--- src/rtl/seg_pkg.sv ---
// Shared constants for the seven-segment decoder: digit patterns, blank pattern
// and FSM state encoding.
package seg_pkg;

  localparam logic [6:0] SEG_DIGIT_0 = 7'h3F;
  localparam logic [6:0] SEG_DIGIT_1 = 7'h06;
  localparam logic [6:0] SEG_DIGIT_2 = 7'h5B;
  localparam logic [6:0] SEG_DIGIT_3 = 7'h4F;
  localparam logic [6:0] SEG_DIGIT_4 = 7'h66;
  localparam logic [6:0] SEG_DIGIT_5 = 7'h6D;
  localparam logic [6:0] SEG_DIGIT_6 = 7'h7D;
  localparam logic [6:0] SEG_DIGIT_7 = 7'h07;
  localparam logic [6:0] SEG_DIGIT_8 = 7'h7F;
  localparam logic [6:0] SEG_DIGIT_9 = 7'h6F;
  localparam logic [6:0] SEG_DIGIT_A = 7'h77;
  localparam logic [6:0] SEG_DIGIT_B = 7'h7C;
  localparam logic [6:0] SEG_DIGIT_C = 7'h39;
  localparam logic [6:0] SEG_DIGIT_D = 7'h5E;
  localparam logic [6:0] SEG_DIGIT_E = 7'h79;
  localparam logic [6:0] SEG_DIGIT_F = 7'h71;

  localparam logic [6:0] SEG_BLANK = 7'h00;

  typedef enum logic [1:0] {
    ST_IDLE   = 2'd0,
    ST_SETTLE = 2'd1,
    ST_HOLD   = 2'd2
  } seg_state_t;

endpackage

--- src/rtl/seg_pattern_lut.sv ---
// Combinational seven-segment pattern to hex nibble lookup.
module seg_pattern_lut
  import seg_pkg::*;
(
  input  logic [6:0] pattern,
  output logic       hit,
  output logic [3:0] nibble
);

  always_comb begin
    hit    = 1'b1;
    nibble = 4'h0;
    case (pattern)
      SEG_DIGIT_0: nibble = 4'h0;
      SEG_DIGIT_1: nibble = 4'h1;
      SEG_DIGIT_2: nibble = 4'h2;
      SEG_DIGIT_3: nibble = 4'h3;
      SEG_DIGIT_4: nibble = 4'h4;
      SEG_DIGIT_5: nibble = 4'h5;
      SEG_DIGIT_6: nibble = 4'h6;
      SEG_DIGIT_7: nibble = 4'h7;
      SEG_DIGIT_8: nibble = 4'h8;
      SEG_DIGIT_9: nibble = 4'h9;
      SEG_DIGIT_A: nibble = 4'hA;
      SEG_DIGIT_B: nibble = 4'hB;
      SEG_DIGIT_C: nibble = 4'hC;
      SEG_DIGIT_D: nibble = 4'hD;
      SEG_DIGIT_E: nibble = 4'hE;
      SEG_DIGIT_F: nibble = 4'hF;
      default:     hit    = 1'b0;
    endcase
  end

endmodule

--- src/rtl/seg_decode.sv ---
// Seven-segment bus decoder: waits for a pattern to stay stable for
// STABLE_CYCLES cycles, then reports it as a hex digit, blank or error.
//
//   state     | meaning
//   ST_IDLE   | post-reset, bus unchanged since reset
//   ST_SETTLE | bus changed, counting consecutive unchanged cycles
//   ST_HOLD   | current pattern reported, waiting for next change
module seg_decode
  import seg_pkg::*;
#(
  parameter logic [15:0] STABLE_CYCLES = 16'hFFFF
) (
  input  logic       clk,
  input  logic       rst,
  input  logic [7:0] seg_in,
  output logic [3:0] hex_out,
  output logic       dp_out,
  output logic       hex_valid,
  output logic       err,
  output logic       blank,
  output logic [7:0] valid_cnt
);

  // Report fires on the edge where the count would reach STABLE_CYCLES-1.
  localparam logic [15:0] CNT_LAST = STABLE_CYCLES - 16'd2;

  seg_state_t  state;
  logic [7:0]  seg_q;
  logic [7:0]  seg_prev;
  logic [15:0] stable_cnt;
  logic        changed;
  logic        lut_hit;
  logic [3:0]  lut_nibble;

  assign changed = (seg_q != seg_prev);

  seg_pattern_lut u_lut (
    .pattern (seg_q[6:0]),
    .hit     (lut_hit),
    .nibble  (lut_nibble)
  );

  always_ff @(posedge clk or posedge rst) begin
    if (rst) begin
      state      <= ST_IDLE;
      seg_q      <= 8'h00;
      seg_prev   <= 8'h00;
      stable_cnt <= 16'd0;
      hex_out    <= 4'h0;
      dp_out     <= 1'b0;
      hex_valid  <= 1'b0;
      err        <= 1'b0;
      blank      <= 1'b1;
      valid_cnt  <= 8'h00;
    end else begin
      seg_q     <= seg_in;
      seg_prev  <= seg_q;
      hex_valid <= 1'b0;
      err       <= 1'b0;
      case (state)
        ST_IDLE, ST_HOLD: begin
          if (changed) begin
            state      <= ST_SETTLE;
            stable_cnt <= 16'd0;
          end
        end
        ST_SETTLE: begin
          if (changed) begin
            stable_cnt <= 16'd0;
          end else if (stable_cnt == CNT_LAST) begin
            state      <= ST_HOLD;
            stable_cnt <= stable_cnt + 16'd1;
            if (seg_q[6:0] == SEG_BLANK) begin
              blank  <= 1'b1;
              dp_out <= seg_q[7];
            end else if (lut_hit) begin
              hex_out   <= lut_nibble;
              dp_out    <= seg_q[7];
              blank     <= 1'b0;
              hex_valid <= 1'b1;
              valid_cnt <= valid_cnt + 8'd1;
            end else begin
              err <= 1'b1;
            end
          end else begin
            stable_cnt <= stable_cnt + 16'd1;
          end
        end
        default: begin
          state      <= ST_IDLE;
          stable_cnt <= 16'd0;
        end
      endcase
    end
  end

endmodule
--- config.mk ---
export PLATFORM = sky130hd
export DESIGN_NAME = seg_decode
export DESIGN_NICKNAME = d
export VERILOG_FILES = /design/src/rtl/seg_pkg.sv /design/src/rtl/seg_pattern_lut.sv /design/src/rtl/seg_decode.sv
export SDC_FILE = /design/constraint.sdc
export NUM_CORES = 1
export LEC_CHECK = 0
export CAP_MARGIN = 10
export CELL_PAD_IN_SITES_DETAIL_PLACEMENT = 2
export CELL_PAD_IN_SITES_GLOBAL_PLACEMENT = 2
export CORE_ASPECT_RATIO = 1.5
export CORE_MARGIN = 1.5
export CORE_UTILIZATION = 43
export DETAILED_ROUTE_END_ITERATION = 10
export DONT_BUFFER_PORTS = 1
export PLACE_DENSITY = 0.81
export SYNTH_ARGS = -nofsm -noshare
export SYNTH_HDL_FRONTEND = slang
export SYNTH_SLANG_ARGS = --single-unit
--- constraint.sdc ---
create_clock -name clk -period 6.63 [get_ports clk]
set_input_delay 0.9945 -clock clk [delete_from_list [all_inputs] [get_ports clk]]
set_output_delay 0.9945 -clock clk [all_outputs]
set_load 0.01 [all_outputs]
==> results of run 1 <==
==> state kept, by name (all words and copies together), names as in the netlist <==
signal	cells
seg_prev	8
hex_out	4
dp_out	1
stable_cnt	16
hex_valid	1
seg_q	8
blank	1
valid_cnt	8
state	2
err	1
==> layer usage <==
| metal | track usage [%] | wire (um) | vias to the layer above |
|---|---|---|---|
| met3 | 3.74 | 147 | 8 |
| met2 | 39.2 | 3300 | 21 |
| met1 | 25.7 | 2640 | 977 |
| met5 | 0 | 0 | - |
| met4 | 7.47 | 95 | 0 |
| li1 | - | - | 892 |
==> cell type report <==
type                            instances  area, um2  share of cell area [%]
Clock inverter                          3       43.8                    1.66
Inverter                                6       22.5                   0.855
Clock buffer                            5       68.8                    2.61
Multi-Input combinational cell        187       1150                    43.7
Timing Repair Buffer                    1       7.51                   0.285
Tap cell                               70       87.6                    3.32
Sequential cell                        50       1250                    47.5
==> final timing paths <==
path | startpoint | to | slack (ps) | cells past startpoint
hold reg to reg | seg_q[7]$_DFF_PP0_ | seg_prev[7]$_DFF_PP0_ | 460 | 0
setup reg to reg | seg_q[5]$_DFF_PP0_ | valid_cnt[7]$_DFFE_PP0P_ | 3250 | 6
setup / recovery | seg_q[5]$_DFF_PP0_ | valid_cnt[7]$_DFFE_PP0P_ | 3250 | 6
min in group asynchronous | rst | seg_q[3]$_DFF_PP0_ | 790 | 1
max in group asynchronous | rst | stable_cnt[5]$_DFFE_PP0P_ | 5190 | 1
hold / removal | seg_q[7]$_DFF_PP0_ | seg_prev[7]$_DFF_PP0_ | 460 | 0
==> stage by stage <==
stage | area (um2) | setup slack (ps)
final | 2640 | 3250
after CTS | 2640 | 3240
after global placement | 2520 | 3400
after global routing | 2640 | 2980
after floorplan | 2490 | 4280
after detailed placement | 2520 | 3290
==> cell families (layout without fill, tap and decap cells) <==
kind of cell,Yosys count,in the layout,synth area share [%]
simple gates,108,108,23.2
compound gates,54,54,13.8
flops,50,50,50.4
xor+xnor,21,21,7.40
buf+inv,20,15,3.27
fa+ha+maj,3,3,1.51
mux,1,1,0.453
==> synth_stat cells (3+ instances only) <==
cell type	instances	share of area [%]
o21ai_0	23	4.6
and2_1	4	1.0
nand3_1	10	2.0
a211oi_1	3	0.91
nor4bb_1	3	1.2
o31ai_1	7	2.1
clkbuf_1	8	1.2
nand2_1	33	5.0
xor2_1	7	2.5
nor2_1	15	2.3
a21oi_1	7	1.4
ha_1	3	1.5
and3_1	5	1.3
nand2b_1	4	1.0
dfrtp_1	49	49
nor2b_1	5	1.3
nor3_1	4	0.81
xnor2_1	14	4.9
or2_2	3	0.75
nand4_1	10	2.5
inv_1	6	0.91
buf_2	5	1.0
==> power by group through the flow <==
| stage | Combinational (uW) | Sequential, uW | Clock [uW] |
|---|---|---|---|
| after floorplan | 25.6 | 319 | 0 |
| after global placement | 23.2 | 327 | 0 |
| after detailed placement | 24.2 | 327 | 0 |
| after CTS | 25.0 | 322 | 226 |
| after global routing | 27.3 | 323 | 235 |
| final | 24.0 | 322 | 219 |
==> results_dict.tcl, run 1 <==
set metrics [dict create \
    outcome "finished, final reports clean" \
    p_leak_uw 0.00108 \
    placed_cells 314 \
    mostFrequentLayoutCells "dfrtp_1, nand2_1, o21ai_0, nor2_1, xnor2_1" \
    grt_pass1_vias 2063 \
    grt_max_degree 51 \
    power_uw 564 \
    cp_cell_sequence "xnor2_1 > nand4_1 > or4b_1 > a2111o_1 > nor4_2 > xor2_1" \
    grt_antenna_before_repair 0 \
    clock_skew_ps 8.32 \
    timing.final.crit_share_pct 51.0 \
    first_pass_iters 4 \
    synth_cell_types 46 \
    critPathLaunchType "register" \
    dp_hpwl_um 4120 \
    setup.worst_path.end_class "register" \
    syn_nets 270 \
    final_common_cell "dfrtp_1" \
    path_clk_slew_ps 100 \
    clock_latency_ps 310 \
    cts_buffers 5 \
    dieArea_um2 6260 \
    p_comb_share_pct 4.3 \
    required_ps 6870 \
    root_buffer "clkbuf_8" \
    clkPwrFrac_pct 38.8 \
    relSlewSlack_pct 31.3 \
    grt_pass1_wl_um 10300 \
    holdWs_ps 459 \
    die_h_um 96.1 \
    yosysWarnings 0 \
    ir_drop_v 0.0000857 \
    gp_congestion 0.857 \
    ctsHoldBuffers 0 \
    switching_share_pct 23.3 \
    grt_setup_unrepaired "false" \
    tns_ps 0 \
    vias_per_cell 5.89 \
    period_needed_ps 3380 \
    layoutNonFillerInstCount 322 \
    final_hold_viol_count 0 \
    cts_max_path_buffers 2 \
    cp_num_buf_inv 0 \
    die_w_um 65.1 \
    wirelength_um 6190 \
    nets 264 \
    slew_violations 0 \
    drive_above_1_share_pct 6.75 \
    cp_slowest_cell "or4b_1" \
    power.density_nw_per_um2 214 \
    post-route-drc-count 0 \
    maxCapViolCount 0 \
    clock-sinks 50 \
    area_delta_synth_final_pct 5.99 \
    start_util_pct 44.9 \
    synth_edf_count 0 \
    fillers 599 \
    ant_nets 0 \
    cts_setup_buffers 0 \
    critPathTopFamily "simple AND/OR/NAND/NOR gates" \
    cpPeakStageDelay_ps 980 \
    intPower_uw 433 \
    seq_area_frac_synth_pct 50.4 \
    diodes 0 \
    htreeDepth 2 \
    cts_resized 0 \
    grt_util_all_layers_pct 21.6 \
    power_frac_seq_pct 57.0 \
    io_pins 26 \
    first_iter_violations 84 \
    ys.flop_type "dfrtp_1" \
    ys_async_sr_fraction_pct 100 \
    crit_fanout 29 \
    coreArea_um2 5530 \
    netlist_area_um2 2490 \
    min_path_type "register to register" \
    ys_ff_latch 50 \
    rows 33 \
    max_slew.worst_pin.slew_ps 1030 \
    critPathArrivalTime_ps 3620 \
    avgSynthCellArea_um2 9.67 \
    fmax_mhz 296 \
    power.switching_uw 132 \
    critPathKind "register to register" \
    grt_overflow 0 \
    syn_inst 257 \
    setup_viol 0 \
    port_buffers 0 \
    cts_tree "done" \
    dr_total_vias 1898 \
    wl_per_cell_um 19.2 \
    post-route-util_pct 47.6 \
]
(Power assumes the default switching activity.)
==> inputs of run 2 (changes only) <==
--- a/config.mk
+++ b/config.mk
@@ -10,10 +10,10 @@
 export CELL_PAD_IN_SITES_GLOBAL_PLACEMENT = 2
 export CORE_ASPECT_RATIO = 1.5
 export CORE_MARGIN = 1.5
-export CORE_UTILIZATION = 43
+export CORE_UTILIZATION = 36
 export DETAILED_ROUTE_END_ITERATION = 10
 export DONT_BUFFER_PORTS = 1
-export PLACE_DENSITY = 0.81
+export PLACE_DENSITY = 0.72
 export SYNTH_ARGS = -nofsm -noshare
 export SYNTH_HDL_FRONTEND = slang
 export SYNTH_SLANG_ARGS = --single-unit
==> constraint.sdc (replaced) <==
create_clock -name clk -period 2.9 [get_ports clk]
set_input_delay 0.435 -clock clk [delete_from_list [all_inputs] [get_ports clk]]
set_output_delay 0.435 -clock clk [all_outputs]
set_load 0.01 [all_outputs]
==> run 2 against run 1 <==
Compared with the run above:
- power is 120% higher
- clock power is 95% higher
- cell count is 5.3% higher
- non-clock buffer count is 11 higher
- sequential cell count stayed put
- worst setup slack worse by 2900 ps
- highest routed layer unchanged
- first-iteration DRC count is 11% lower
- via count is 0.47% lower
- largest power group unchanged
- hold slack worse by 320 ps
- routed wire length is 2.8% lower
==> results_dict.tcl, run 2 (synthesis results as in run 1) <==
set metrics [dict create \
    rows 36 \
    holdWs_ps 143 \
    busiest_layer "met2" \
    largest-register "stable_cnt" \
    final_hold_viol_count 0 \
    setup.worst_path.end_class "register" \
    grt_pass1_wl_um 10600 \
    cts_buffers 5 \
    max_slew.worst_pin.slew_ps 1020 \
    path_clk_slew_ps 100 \
    p_leak_uw 0.00112 \
    wirelength_um 6010 \
    relSlewSlack_pct 31.6 \
    grt_util_all_layers_pct 18.0 \
    largest_reg_flops 16 \
    period_needed_ps 2590 \
    grt_setup_unrepaired "false" \
    ctsHoldBuffers 0 \
    grt_pass1_vias 2095 \
    cp_num_buf_inv 0 \
    nets 275 \
    gp_congestion 0.845 \
    cts_tree "done" \
    coreArea_um2 6580 \
    min_path_type "input pin to register" \
    tns_ps 0 \
    area_delta_synth_final_pct 8.81 \
    power_uw 1220 \
    cts_max_path_buffers 2 \
    slew_violations 0 \
    diodes 0 \
    grt_overflow 0 \
    crit_fanout 15 \
    power.density_nw_per_um2 451 \
    gr-usage-met3_pct 3.28 \
    first_iter_violations 75 \
    maxCapViolCount 0 \
    htreeDepth 2 \
    wl_per_cell_um 17.7 \
    timing.final.crit_share_pct 89.4 \
    critPathTopFamily "simple AND/OR/NAND/NOR gates" \
    cp_slowest_cell "or4_1" \
    drive_above_1_share_pct 10.6 \
    dp_hpwl_um 4450 \
    cp_cell_sequence "or4_1 > a211oi_1 > a311oi_1 > a2111o_1 > nor4_2 > xor2_1" \
    grt_antenna_before_repair 0 \
    clock_skew_ps 5.28 \
    critPathArrivalTime_ps 2840 \
    clock_latency_ps 310 \
    setup_slack_ps 308 \
    ir_drop_v 0.000242 \
    io_pins 26 \
    use_met1_pct 21.8 \
    ant_nets 0 \
    dr_total_vias 1889 \
    post-route-drc-count 0 \
    dieArea_um2 7420 \
    fmax_mhz 386 \
    required_ps 3140 \
    die_h_um 105 \
    cpPeakStageDelay_ps 580 \
    outcome "finished, final reports clean" \
    grt_max_degree 51 \
    vias_per_cell 5.57 \
    grtUsageMet2_pct 31.3 \
    post-route-util_pct 41.1 \
    cts_setup_buffers 0 \
    critPathKind "register to register" \
    place_ws_ps 326 \
    cts_resized 0 \
    start_util_pct 37.8 \
    critPathLaunchType "register" \
    first_pass_iters 4 \
    setup_viol 0 \
    clock-sinks 50 \
    port_buffers 0 \
    root_buffer "clkbuf_8" \
    die_w_um 70.9 \
    final_common_cell "dfrtp_1" \
    mostFrequentLayoutCells "dfrtp_1, nand2_1, o21ai_0, nor2_1, xnor2_1" \
]
==> run 2: changes by cell type in the layout (fill, tap and decap cells not counted), sizes merged <==
cell and delta:
buf +11, clkinvlp +2, bufinv -1, clkinv -1
==> run 2: final timing paths <==
kind,from,to,slack [ps],cells after the start
max,seg_q[3]$_DFF_PP0_,valid_cnt[7]$_DFFE_PP0P_,310,6
min,seg_in[1],seg_q[1]$_DFF_PP0_,140,0
max reg2reg,seg_q[3]$_DFF_PP0_,valid_cnt[7]$_DFFE_PP0P_,310,6
min reg2reg,seg_q[7]$_DFF_PP0_,seg_prev[7]$_DFF_PP0_,460,0
max in group asynchronous,rst,seg_prev[5]$_DFF_PP0_,2030,1
min in group asynchronous,rst,seg_q[6]$_DFF_PP0_,230,1
==> run 2: where the power goes <==
| part | leakage (uW) | total (uW) | internal (uW) | switching (uW) |
|---|---|---|---|---|
| clock network | 0.0000408 | 426 | 173 | 253 |
| logic | 0.000422 | 71.3 | 27.8 | 43.5 |
| registers | 0.000653 | 724 | 708 | 16.0 |
==> run 2: layout make-up <==
| type | instances | area [um2] |
|---|---|---|
| well taps | 76 | 95.1 |
| clock buffers | 5 | 68.8 |
| clock inverters | 3 | 23.8 |
| repair buffers | 12 | 90.1 |
| fillers | 741 | 3870 |
| flip-flops and latches | 50 | 1250 |
| inverters | 6 | 22.5 |
| multi-input cells | 187 | 1150 |
==> run 2: per-stage QoR <==
| stage | std cells | cell area (um2) |
|---|---|---|
| 2_1_floorplan | 257 | 2490 |
| 3_3_place_gp | 331 | 2610 |
| 3_5_place_dp | 331 | 2610 |
| 4_1_cts | 339 | 2710 |
| 5_1_grt | 339 | 2710 |
| 6_report | 339 | 2710 |
==> run 2: worst reg2reg max path, stage by stage, from the launching register on <==
cell	delay, ps
dfrtp_1	560
or4_1	580
a211oi_1	250
a311oi_1	120
a2111o_1	510
nor4_2	340
xor2_1	170
==> run 2: layer usage <==
metal	routed length (um)	vias to the layer above
met5	0	-
met4	106	0
met3	117	6
met2	3220	19
met1	2570	951
li1	-	913
==> RTL change 1: new RTL, config.mk and constraints of run 1 <==
Reset style: synchronous (`rst`), changed in one clocked block.
--- a/src/rtl/seg_decode.sv
+++ b/src/rtl/seg_decode.sv
@@ -40,7 +40,7 @@
     .nibble  (lut_nibble)
   );
 
-  always_ff @(posedge clk or posedge rst) begin
+  always_ff @(posedge clk) begin
     if (rst) begin
       state      <= ST_IDLE;
       seg_q      <= 8'h00;
Check against the original RTL: same outputs for any inputs over 10 cycles, from zero or initial values and one cycle with rst high; that may be too few to reach the edited logic, so the function may still have changed.
==> RTL change 1 against run 1 <==
- synthesized area shrank 0.81%
- sequential share of layout area fell by 8.5 points
- routed wire length grew 3.8%
- cell count increased by 11%
- power decreased by 7.6%
- core utilization shrank 0.92 points
- final area fell by 2.7%
- synthesized cell count up 17%
- sequential cell count is the same
- sequential power decreased by 2%
- clock power fell by 17%
- die area is 0.77% lower
- worst setup slack improved by 0.061 ns
==> RTL change 1: results (changes against run 1) <==
Synth Area in Compound Gates 17.4% (+3.6 points); WP data arrival 3.51 ns (-0.11 ns); post-synthesis mux area share 0.863% (+0.41 points); reg2reg start seg_q[4]$_SDFF_PP0_; total global-route track usage 21.9% (+0.31 points); Hold Startpoint stable_cnt[13]$_SDFFE_PP0P_; largest net degree at the start of global routing 43 (-16%); Async SR Flop Fraction 0% (-100 points); dpl ws 3.34 ns (+0.0407 ns); Max transition margin 33.9% (+2.6 points); Layout fillers 611 (+2.0%); unique cell type count in the Yosys netlist 52 (+13%); Seq/Total Area, Yosys 40.6% (-9.8 points); Tcrit/Tclk final 50.0% (-0.92 points); nets@finish 301 (+14%); most frequent cells after synthesis dfxtp_1 (50), a21oi_1 (31), nor2_1 (25); global routing usage on met2 42.6% (+3.4 points); Post-Synth XOR/XNOR Area 4.62% (-2.8 points); layout cells sized above 1 3.81% (-2.9 points); dpl hpwl 4680 um (+13%); vias in the first global route 2,223 (+7.8%); met3 usage 3.16% (-0.58 points); Final Skew 0.00978 ns (+0.00146 ns); placed cells 351 (+12%); first-pass GRT wire length 10,600 um (+2.9%); status finished clean; routed wire length 6420 um (+3.8%); Cells on Worst Hold Path 2 (+2); Max VDD drop 0.000109 V (+27%); syn_area_per_cell 8.22 sq um (-15%); synthesized netlist net count 313 (+16%); Pleak 0.790 nW (-27%); Area contributors post-synth dfxtp_1 (41%), a21oi_1 (6.3%), xnor2_1 (4.3%); CP endpoint hex_out[3]$_SDFFE_PP0P_
RTL change 1: area by class of cell:
cell class	count	area (sq um)	area share [%]
clock buffer	5	68.8	2.68
timing repair buffer	1	7.51	0.293
multi-input combinational	222	1350	52.6
clock inverter	3	21.3	0.829
sequential	50	1000	39.0
inverter	8	30.0	1.17
tap	70	87.6	3.41
RTL change 1: worst min-delay path by stage:
stage	end	slack [ns]
floorplan	stable_cnt[15]$_SDFFE_PP0P_	0.46
global placement	stable_cnt[14]$_SDFFE_PP0P_	0.47
detailed placement	stable_cnt[15]$_SDFFE_PP0P_	0.49
CTS	stable_cnt[15]$_SDFFE_PP0P_	0.52
global route	stable_cnt[10]$_SDFFE_PP0P_	0.55
finish	stable_cnt[13]$_SDFFE_PP0P_	0.51
RTL change 1: power groups by stage:
| stage | Sequential (W) | Clock [W] | Combinational, W |
|---|---|---|---|
| floorplan | 0.000315 | 0 | 0.0000288 |
| global placement | 0.000323 | 0 | 0.0000236 |
| detailed placement | 0.000323 | 0 | 0.0000242 |
| CTS | 0.000316 | 0.000187 | 0.0000243 |
| global route | 0.000318 | 0.000202 | 0.0000267 |
| finish | 0.000316 | 0.000182 | 0.0000238 |
RTL change 1: critical path, stage by stage (launching register included):
cell      delay [ns]
dfxtp_1         0.66
xnor2_1         0.18
nand4_1         0.16
or4_1           0.79
nor4_1          0.94
a21oi_1         0.16
a311oi_1        0.32
RTL change 1: logic make-up (layout without fill, tap and decap cells):
logic type,Yosys count,after routing
simple gates,133,133
xor+xnor,13,13
fa+ha+maj,3,3
flops,50,50
mux,2,2
buf+inv,28,17
compound gates,71,71
RTL change 1: through the flow:
| step | power [W] | hold WS (ns) |
|---|---|---|
| floorplan | 0.000344 | 0.458 |
| global placement | 0.000347 | 0.471 |
| detailed placement | 0.000348 | 0.494 |
| CTS | 0.000528 | 0.515 |
| global route | 0.000546 | 0.549 |
| finish | 0.000522 | 0.511 |
RTL change 1: routing by layer:
metal  up-vias  part of all wire [%]
met5         -                     0
met4         0                  0.93
met3         4                   1.2
met2        13                    55
met1      1084                    43
li1       1063                     -
==> RTL change 2: new RTL, config.mk and constraints of run 1 <==
Without the edit above. Change the parameter `STABLE_CYCLES` from 16'hFFFF to 16'hBFFF.
--- a/src/rtl/seg_decode.sv
+++ b/src/rtl/seg_decode.sv
@@ -8,7 +8,7 @@
 module seg_decode
   import seg_pkg::*;
 #(
-  parameter logic [15:0] STABLE_CYCLES = 16'hFFFF
+  parameter logic [15:0] STABLE_CYCLES = 16'hBFFF
 ) (
   input  logic       clk,
   input  logic       rst,
Formal check against the unedited RTL: no difference found for any inputs over 10 cycles, from zero or initial values and one cycle with rst high; that may be too few to reach the edited logic, so the function may still have changed.
==> RTL change 2 against run 1 <==
- routed wire length down 5.4%
- sequential cell count is the same
- global-route usage is 1.1 points lower
- worst setup slack worse by 0.11 ns
- power down 5.3%
- non-clock buffer count down 1
- critical path depth unchanged
- final area is 0.33% lower
- sequential share of layout area up 0.16 points
- synthesized area is 1.2% higher
- via count down 0.74%
==> RTL change 2: results (changes against run 1) <==
Worst-Skew Late Latency 0.31 ns (about the same); GRT Residual Overflow 0 (unchanged); Post-Synth XOR/XNOR Area 7.56% (+0.16 points); first-pass GRT wire length 10,200 um (-0.87%); syn_area_per_cell 9.79 sq um (+1.2%); Num CTS Buffers 5 (unchanged); status finished clean; DR vias 1,884 (-0.74%); Crit path largest cell delay 0.91 ns (-0.07 ns); WP data arrival 3.72 ns (+0.10 ns); routed wire length 5850 um (-5.4%); largest net degree at the start of global routing 51 (unchanged); FF-to-FF End valid_cnt[6]$_DFFE_PP0P_; post-place instance area 2530 sq um (+0.25%); initial antenna violation count 0 (unchanged); CTS clk-pin slew, worst paths 0.10 ns (about the same); Antenna Diode Count 0 (unchanged); Seq/Total Area, Yosys 49.8% (-0.60 points); Layout fillers 618 (+3.2%); Pleak 1.11 nW (+2.6%); Area contributors post-synth dfrtp_1 (49%), nand2_1 (5.4%), o21ai_0 (5.0%); reg2reg start seg_q[3]$_DFF_PP0_; adder-cell area share of the yosys netlist 1.49% (-0.018 points); Hold Startpoint seg_q[7]$_DFF_PP0_; crit path max fanout 27 (-6.9%); DR iter-0 viols 79 (-6.0%); vias per inst 5.89 (-0.12%); R2R depth 6 (unchanged); Final Skew 0.00778 ns (-0.000539 ns); placed cells 312 (-0.64%); layout cells sized above 1 9.20% (+2.5 points); drt first pass iters 4 (unchanged); nets@finish 262 (-0.76%); Ys Warns 0 (unchanged); dpl ws 3.18 ns (-0.119 ns); Synth Area in Compound Gates 12.7% (-1.1 points); vias in the first global route 2,104 (+2.0%); total global-route track usage 20.5% (-1.1 points); Max VDD drop 0.000149 V (+74%); post-synthesis mux area share 0.895% (+0.44 points); dpl hpwl 4140 um (+0.30%); Cells on Worst Hold Path 0 (unchanged); unique cell type count in the Yosys netlist 47 (+2.2%); R2R setup slack 3.14 ns (-0.11 ns); most frequent cells after synthesis dfrtp_1 (49), nand2_1 (36), o21ai_0 (25); Placer Congestion 0.730 (-15%); Max transition margin 31.4% (+0.066 points)
[RTL change 2: cell types whose count changed after synthesis, sizes merged, moves of 3 or more]
| cell | before | now |
|---|---|---|
| a31oi | 0 | 3 |
| and2 | 4 | 1 |
| clkbuf | 8 | 11 |
| nand2 | 33 | 36 |
| nand3 | 10 | 7 |
| nor4bb | 3 | 0 |
[RTL change 2: how the worst max path moves through the flow]
stage	slack, ns	start	depth (start not counted)	end
after floorplan	4.13	seg_q[2]$_DFF_PP0_	9	valid_cnt[7]$_DFFE_PP0P_
after global placement	3.30	seg_q[3]$_DFF_PP0_	6	hex_out[1]$_DFFE_PP0P_
after detailed placement	3.18	seg_q[3]$_DFF_PP0_	6	valid_cnt[6]$_DFFE_PP0P_
after CTS	3.14	seg_q[3]$_DFF_PP0_	6	valid_cnt[6]$_DFFE_PP0P_
after global routing	2.88	seg_q[3]$_DFF_PP0_	6	valid_cnt[6]$_DFFE_PP0P_
final	3.14	seg_q[3]$_DFF_PP0_	6	valid_cnt[6]$_DFFE_PP0P_
[RTL change 2: power by group]
group	switching [W]	total (W)	internal (W)
clock	0.000109	0.000188	0.0000790
sequential	0.0000121	0.000322	0.000310
combinational	0.0000140	0.0000239	0.00000989
[RTL change 2: cells by family after synthesis]
group	after synthesis
xor gates and xnor gates	20
AOI/OAI and AO/OA	52
buffers and inverters	20
DFF	50
muxes	2
adders and majority gates	3
and+or+nand+nor	110
[RTL change 2: worst max-delay path: cells and delay by family, from the launching register on]
family | cells | cell delay [ns]
AND/OR/NAND/NOR | 3 | 1.51
XOR/XNOR | 2 | 0.38
AO/OA/AOI/OAI | 1 | 0.72
flip-flops | 1 | 0.80
[RTL change 2: per-layer routing]
layer / vias up / track usage, % / part of all wire [%]
li1: 894 / - / -
met1: 970 / 23.2 / 41
met2: 15 / 38.5 / 57
met3: 5 / 3.26 / 1.2
met4: 0 / 5.29 / 1.2
met5: - / 0 / 0
[RTL change 2: through the flow]
step           util (%)  hold WS [ns]
2_1_floorplan         -         0.374
3_3_place_gp       45.4         0.400
3_5_place_dp       45.4         0.415
4_1_cts            47.1         0.439
5_1_grt            47.1         0.462
6_report           47.1         0.431
[RTL change 2: area by class of cell]
type / instances / share of cell area, %
sequential: 50 / 47.7
inverter: 5 / 0.715
clock inverter: 3 / 1.10
multi-input combinational: 187 / 44.5
tap: 70 / 3.33
clock buffer: 5 / 2.62
